## config.mk

```make
export PLATFORM = sky130hd
export DESIGN_NAME = param_cam
export DESIGN_NICKNAME = d
export VERILOG_FILES = /design/src/rtl/param_cam.sv
export SDC_FILE = /design/constraint.sdc
export NUM_CORES = 2
export LEC_CHECK = 0
export BUFFER_PORTS_ARGS = -buffer_cell sky130_fd_sc_hd__buf_2
export CORE_ASPECT_RATIO = 2
export CORE_MARGIN = 4
export CORE_UTILIZATION = 44
export DETAILED_ROUTE_END_ITERATION = 10
export SYNTH_ARGS = -nofsm -noshare
export SYNTH_HDL_FRONTEND = slang
export SYNTH_SLANG_ARGS = --single-unit
```

## constraint.sdc

```tcl
create_clock -name clk_i -period 2.8 [get_ports clk_i]
set_input_delay 0.14 -clock clk_i [delete_from_list [all_inputs] [get_ports clk_i]]
set_output_delay 0.14 -clock clk_i [all_outputs]
set_load 0.05 [all_outputs]
```

## src/rtl/param_cam.sv

```systemverilog
// Parameterised content-addressable memory with indexed read/write/invalidate and
// lowest-index search. Define CAM_MULTI_HIT_EN to add the multi_hit_o output.
module param_cam #(
    parameter int DATA_WIDTH = 32,
    parameter int ADDR_WIDTH = 5,
    parameter int DEPTH      = 1 << ADDR_WIDTH
) (
    input  logic                  clk_i,
    input  logic                  rst_i,
    input  logic                  read_i,
    input  logic [ADDR_WIDTH-1:0] read_index_i,
    input  logic                  write_i,
    input  logic [ADDR_WIDTH-1:0] write_index_i,
    input  logic [DATA_WIDTH-1:0] write_data_i,
    input  logic                  inval_i,
    input  logic [ADDR_WIDTH-1:0] inval_index_i,
    input  logic                  search_i,
    input  logic [DATA_WIDTH-1:0] search_data_i,
    output logic                  read_valid_o,
    output logic [DATA_WIDTH-1:0] read_value_o,
    output logic                  search_valid_o,
    output logic [ADDR_WIDTH-1:0] search_index_o,
    output logic [ADDR_WIDTH:0]   count_o
`ifdef CAM_MULTI_HIT_EN
    ,
    output logic                  multi_hit_o
`endif
);

    localparam logic [ADDR_WIDTH:0] DEPTH_LIM = (ADDR_WIDTH + 1)'(DEPTH);

    logic [DEPTH-1:0]      valid_q;
    logic [DATA_WIDTH-1:0] data_q [DEPTH];

    logic                  write_ok;
    logic                  inval_ok;
    logic                  read_ok;
    logic                  write_new;
    logic                  inval_hit;
    logic                  read_hit;
    logic                  search_hit;
    logic [ADDR_WIDTH-1:0] search_idx;
`ifdef CAM_MULTI_HIT_EN
    logic                  search_multi;
`endif

    // Indices at or beyond DEPTH address no entry and are treated as no-ops.
    assign write_ok = write_i && ({1'b0, write_index_i} < DEPTH_LIM);
    assign inval_ok = inval_i && ({1'b0, inval_index_i} < DEPTH_LIM);
    assign read_ok  = {1'b0, read_index_i} < DEPTH_LIM;

    // A same-index write cancels the invalidate, so only a real valid->invalid
    // transition decrements the count.
    assign write_new = write_ok && !valid_q[write_index_i];
    assign inval_hit = inval_ok && valid_q[inval_index_i] &&
                       !(write_ok && (write_index_i == inval_index_i));
    assign read_hit  = read_i && read_ok && valid_q[read_index_i];

    // Scan from the top down so the last match recorded is the lowest index.
    always_comb begin
        search_hit = 1'b0;
        search_idx = '0;
`ifdef CAM_MULTI_HIT_EN
        search_multi = 1'b0;
`endif
        for (int i = DEPTH - 1; i >= 0; i--) begin
            if (valid_q[i] && (data_q[i] == search_data_i)) begin
`ifdef CAM_MULTI_HIT_EN
                if (search_hit) search_multi = 1'b1;
`endif
                search_hit = 1'b1;
                search_idx = ADDR_WIDTH'(i);
            end
        end
    end

    always_ff @(posedge clk_i or negedge rst_i) begin
        if (!rst_i) begin
            valid_q <= '0;
            for (int i = 0; i < DEPTH; i++) data_q[i] <= '0;
            count_o <= '0;
        end else begin
            if (inval_ok) valid_q[inval_index_i] <= 1'b0;
            // Write comes after invalidate so it wins on a shared index.
            if (write_ok) begin
                valid_q[write_index_i] <= 1'b1;
                data_q[write_index_i]  <= write_data_i;
            end
            count_o <= count_o + (ADDR_WIDTH + 1)'(write_new) - (ADDR_WIDTH + 1)'(inval_hit);
        end
    end

    always_ff @(posedge clk_i or negedge rst_i) begin
        if (!rst_i) begin
            read_valid_o   <= 1'b0;
            read_value_o   <= '0;
            search_valid_o <= 1'b0;
            search_index_o <= '0;
`ifdef CAM_MULTI_HIT_EN
            multi_hit_o    <= 1'b0;
`endif
        end else begin
            read_valid_o   <= read_hit;
            read_value_o   <= read_hit ? data_q[read_index_i] : '0;
            search_valid_o <= search_i && search_hit;
            search_index_o <= (search_i && search_hit) ? search_idx : '0;
`ifdef CAM_MULTI_HIT_EN
            multi_hit_o    <= search_i && search_multi;
`endif
        end
    end

endmodule

```

==> summary.md <==
| Metric | Value |
|---|---|
| Clock skew after layout | `0.04261 ns` |
| Pin count of the biggest net entering global routing | `126` |
| Synthesized-area fraction occupied by xor and xnor cells | `0.1463` |
| Met1 layer usage reported by global route | `0.3902` |
| Overall routed net length | `303,700 µm` |
| Mux share of post-synthesis cell area | `0.3178` |
| Wirelength per Cell | `39.80 µm` |
| DP HPWL | `233,100 µm` |
| Clock Tree Root | `sky130_fd_sc_hd__clkbuf_16` |
| Cell at the slowest stage of the critical path | `sky130_fd_sc_hd__nor4_4` |
| Area added between synthesis and finish | `25.85%` |
| Adder and majority gate portion of the synthesized area | `0.001537` |
| Critical R2R Capture | `search_index_o[2]` |
| Syn Nets | `4,684` |
| Post-route DRC violation count | `0` |
| Status | `complete, but fails checks` |
| Startpoint of the worst register-to-register path | `data_q[727]` |
| Ratio of final minimum period to clock period | `1.231` |
| Maximum fanout along the worst path | `4` |
| Unique cell type count in the Yosys netlist | `54` |
| Number of fill cells in the layout | `12,040` |
| Register bit total from synthesis | `1,101` |
| Initial standard-cell utilization of the core | `0.4426` |
| Minimum setup slack in the final design | `-0.6468 ns` |
| Number of standard-cell rows in the floorplan | `194` |
| Met2 usage in global routing | `0.6804` |
| Worst-path cell chain | `xor2_4, nor4_4, nand4_1, or4_4, nand4_1, buf_4, nor2_2, o311a_1` |
| Detailed router's first-iteration violation count | `4,147` |
| Violated checks | `setup timing` |
| Netlist Area Pre-Place | `61,880 µm²` |
| Synthesized-area fraction occupied by and/or/nand/nor cells | `0.04806` |
| Final setup violating endpoints | `11` |
| Worst Min Path Start | `read_index_i[4]` |
| Largest stage delay on the critical path | `0.82 ns` |
| Num Clock Sinks | `1,101` |
| R2r setup slk | `-0.65 ns` |
| Arrival time at the worst endpoint | `4.07 ns` |
| Nature of the critical path endpoint | `flop` |
| Busiest grt layer | `met2` |
| Aggregate global routing overflow | `0` |
| Number of routed nets with antenna violations | `0` |
| Insertion delay to the later sink of the worst-skew pair | `0.75 ns` |
| Tot Pwr | `59.66 mW` |
| Compound-gate portion of the synthesized area | `0.008573` |
| Cell repeated most along the worst path | `sky130_fd_sc_hd__nand4_1` |
| Longest Clk Path Bufs | `3` |
| # IOs | `130` |
| First-pass iteration count of the detailed router | `5` |
| Grt met3 use | `0.07687` |
| Number of antenna violations at the first check in global routing | `34` |
| Fraction of layout cells with a size suffix above 1 | `0.5259` |
| Via count of the first global-routing pass | `48,910` |
| DIE WIDTH | `273.2 µm` |
| EDFF count, synth | `0` |
| Proportion of netlist area held by the largest area contributor | `0.4452` |
| Leakage | `33.79 nW` |
| Power density cells | `766.0 nW/µm²` |
| Net count, final | `5,755` |
| Endpoint, Worst Hold | `read_value_o[0]` |
| Main combinational cell family by area after synthesis | `multiplexers` |
| Fraction of registers with async set/reset | `1.000` |
| Leading area contributor after synthesis | `sky130_fd_sc_hd__dfrtp_1` |
| R2r worst-path depth | `8` |
| H-tree levels | `3` |
| Minimum period implied by the final worst setup slack | `3.447 ns` |
| Routability congestion estimate | `1.134` |
| Most area-consuming cells after synthesis | `sky130_fd_sc_hd__dfrtp_1 (45%), sky130_fd_sc_hd__mux2_2 (19%), sky130_fd_sc_hd__mux4_2 (13%)` |
| Cell depth of the worst min-delay path | `4` |
| Post-detailed-route via-to-cell ratio | `6.169` |
| Final max-slew violation count | `0` |
| Pre-CTS setup slack | `-1.005 ns` |
| Upper clock frequency limit | `0.2901 GHz` |
| Required time of the critical path | `3.42 ns` |
| Total global-route track usage | `0.4139` |
| CP Class | `flop to flop` |
| Final count of hold timing violations | `0` |
| Actual slew at the worst max-slew pin | `1.366 ns` |
| Tightest slew margin relative to the limit | `0.08288` |
| Max_cap viols | `0` |
| Floorplan die area | `147,100 µm²` |
| TritonCTS clock tree | `built` |
| Core box area | `139,800 µm²` |
| Post-route worst hold slack | `0.04686 ns` |
| Post-synthesis cell count | `4,592` |
| Unrepaired setup endpoints after global routing | `yes` |
| Largest voltage drop on the vdd net | `0.5071 mV` |
| Most common flop cell mapped by yosys | `sky130_fd_sc_hd__dfrtp_1` |
| Most instantiated library cell after synthesis | `sky130_fd_sc_hd__dfrtp_1` |
| Chip height | `538.4 µm` |
| Warning count from the yosys run | `0` |
| Hold crit path type | `primary input to flop` |
| Clock-pin slew on the worst setup and hold paths | `0.07 ns` |
| Top cells by count, synth | `sky130_fd_sc_hd__dfrtp_1 (1,101), sky130_fd_sc_hd__mux2_2 (1,024), sky130_fd_sc_hd__xnor2_1 (848), sky130_fd_sc_hd__mux4_2 (347), sky130_fd_sc_hd__clkbuf_1 (216)` |
| Total via count in the routed design | `47,080` |
| Setup crit start kind | `flop` |
| Mean cell area of the mapped netlist | `13.48 µm²` |
| First-pass GRT wire length | `413,400 µm` |
| Count of buffers inserted at the top-level ports | `129` |
| TritonCTS buffer count | `106` |
| Proportion of synthesized chip area in sequential cells | `0.4452` |
worst max-delay path by stage:
stage / start / endpoint / slack, ns / depth (start not counted)
after floorplan: valid_q[31] / count_o[4] / -0.007 / 13
after global placement: search_data_i[3] / search_index_o[2] / -1.04 / 14
after detailed placement: search_data_i[3] / search_index_o[2] / -1.01 / 14
after CTS: data_q[200] / search_index_o[1] / -0.24 / 13
after global routing: data_q[727] / search_index_o[2] / -0.54 / 8
final: data_q[727] / search_index_o[2] / -0.65 / 8
through the flow:
stage               setup TNS [ns]    util  area (µm²)  cells
floorplan                -0.007281       -       61900   4592
global placement            -7.035  0.5259       73530   7404
detailed placement          -6.996  0.5259       73530   7404
CTS                         -1.409  0.5557       77700   7605
global route                -3.363  0.5567       77840   7614
finish                      -3.722  0.5570       77880   7631
power breakdown:
group	total, mW	internal [mW]	switching [mW]	leakage [nW]
Combinational	22.2	10.5	11.7	17.9
Clock	15.5	8.69	6.83	1.78
Sequential	22.0	19.0	2.94	14.1
placed cells by master (no fill, tap or decap), types with 61 or more instances in the layout:
| cell type | n |
|---|---|
| sky130_fd_sc_hd__buf_4 | 1147 |
| sky130_fd_sc_hd__dfrtp_1 | 1099 |
| sky130_fd_sc_hd__mux2_2 | 1024 |
| sky130_fd_sc_hd__xnor2_1 | 832 |
| sky130_fd_sc_hd__mux4_2 | 347 |
| sky130_fd_sc_hd__nand4_1 | 211 |
| sky130_fd_sc_hd__xor2_1 | 178 |
| sky130_fd_sc_hd__buf_2 | 124 |
| sky130_fd_sc_hd__clkbuf_16 | 108 |
| sky130_fd_sc_hd__buf_12 | 90 |
| sky130_fd_sc_hd__nor4_1 | 61 |
flip-flops by register name, summed over array words and instances, names as in the netlist:
signal,count
count_o,6
data_q,1024
read_valid_o,1
read_value_o,32
search_index_o,5
search_valid_o,1
valid_q,32
per-layer routing:
layer  part of all wire  wire [µm]
met1               0.29      88980
met2               0.48     147200
met3              0.057      17240
met4               0.17      50290
met5           0.000076         23
what timing repair did:
item | 4_1_cts | 5_1_grt
endpoints found under the setup margin | 11 | 11
pin swaps | 43 | 14
hold buffers | 7 | 0
endpoints found under the hold margin | 534 | 0
setup buffers | 4 | 7
resized for setup | 81 | 18
critical path, delay by kind of cell (launching register included):
| kind | cells | cell delay, ns |
|---|---|---|
| XOR/XNOR | 1 | 0.19 |
| buffers and inverters | 1 | 0.15 |
| AO/OA/AOI/OAI | 1 | 0.28 |
| AND/OR/NAND/NOR | 5 | 2.24 |
| flip-flops | 1 | 0.45 |
cell families after synthesis:
group | count (synthesis)
compound gates | 88
xor+xnor | 1032
fa+ha+maj | 7
buf+inv | 441
flops | 1101
mux | 1403
simple gates | 520
final cells by class:
class                      count  area (µm²)  area share
sequential                  1101       27550      0.3538
antenna                       21       52.55   0.0006748
timing repair buffer        1380       11250      0.1445
clock inverter                35       478.0    0.006137
multi-input combinational   3050       32970      0.4234
tap                         1862        2330     0.02991
inverter                      24       92.59    0.001189
clock buffer                 158        3151     0.04045
(Power assumes the default switching activity.)
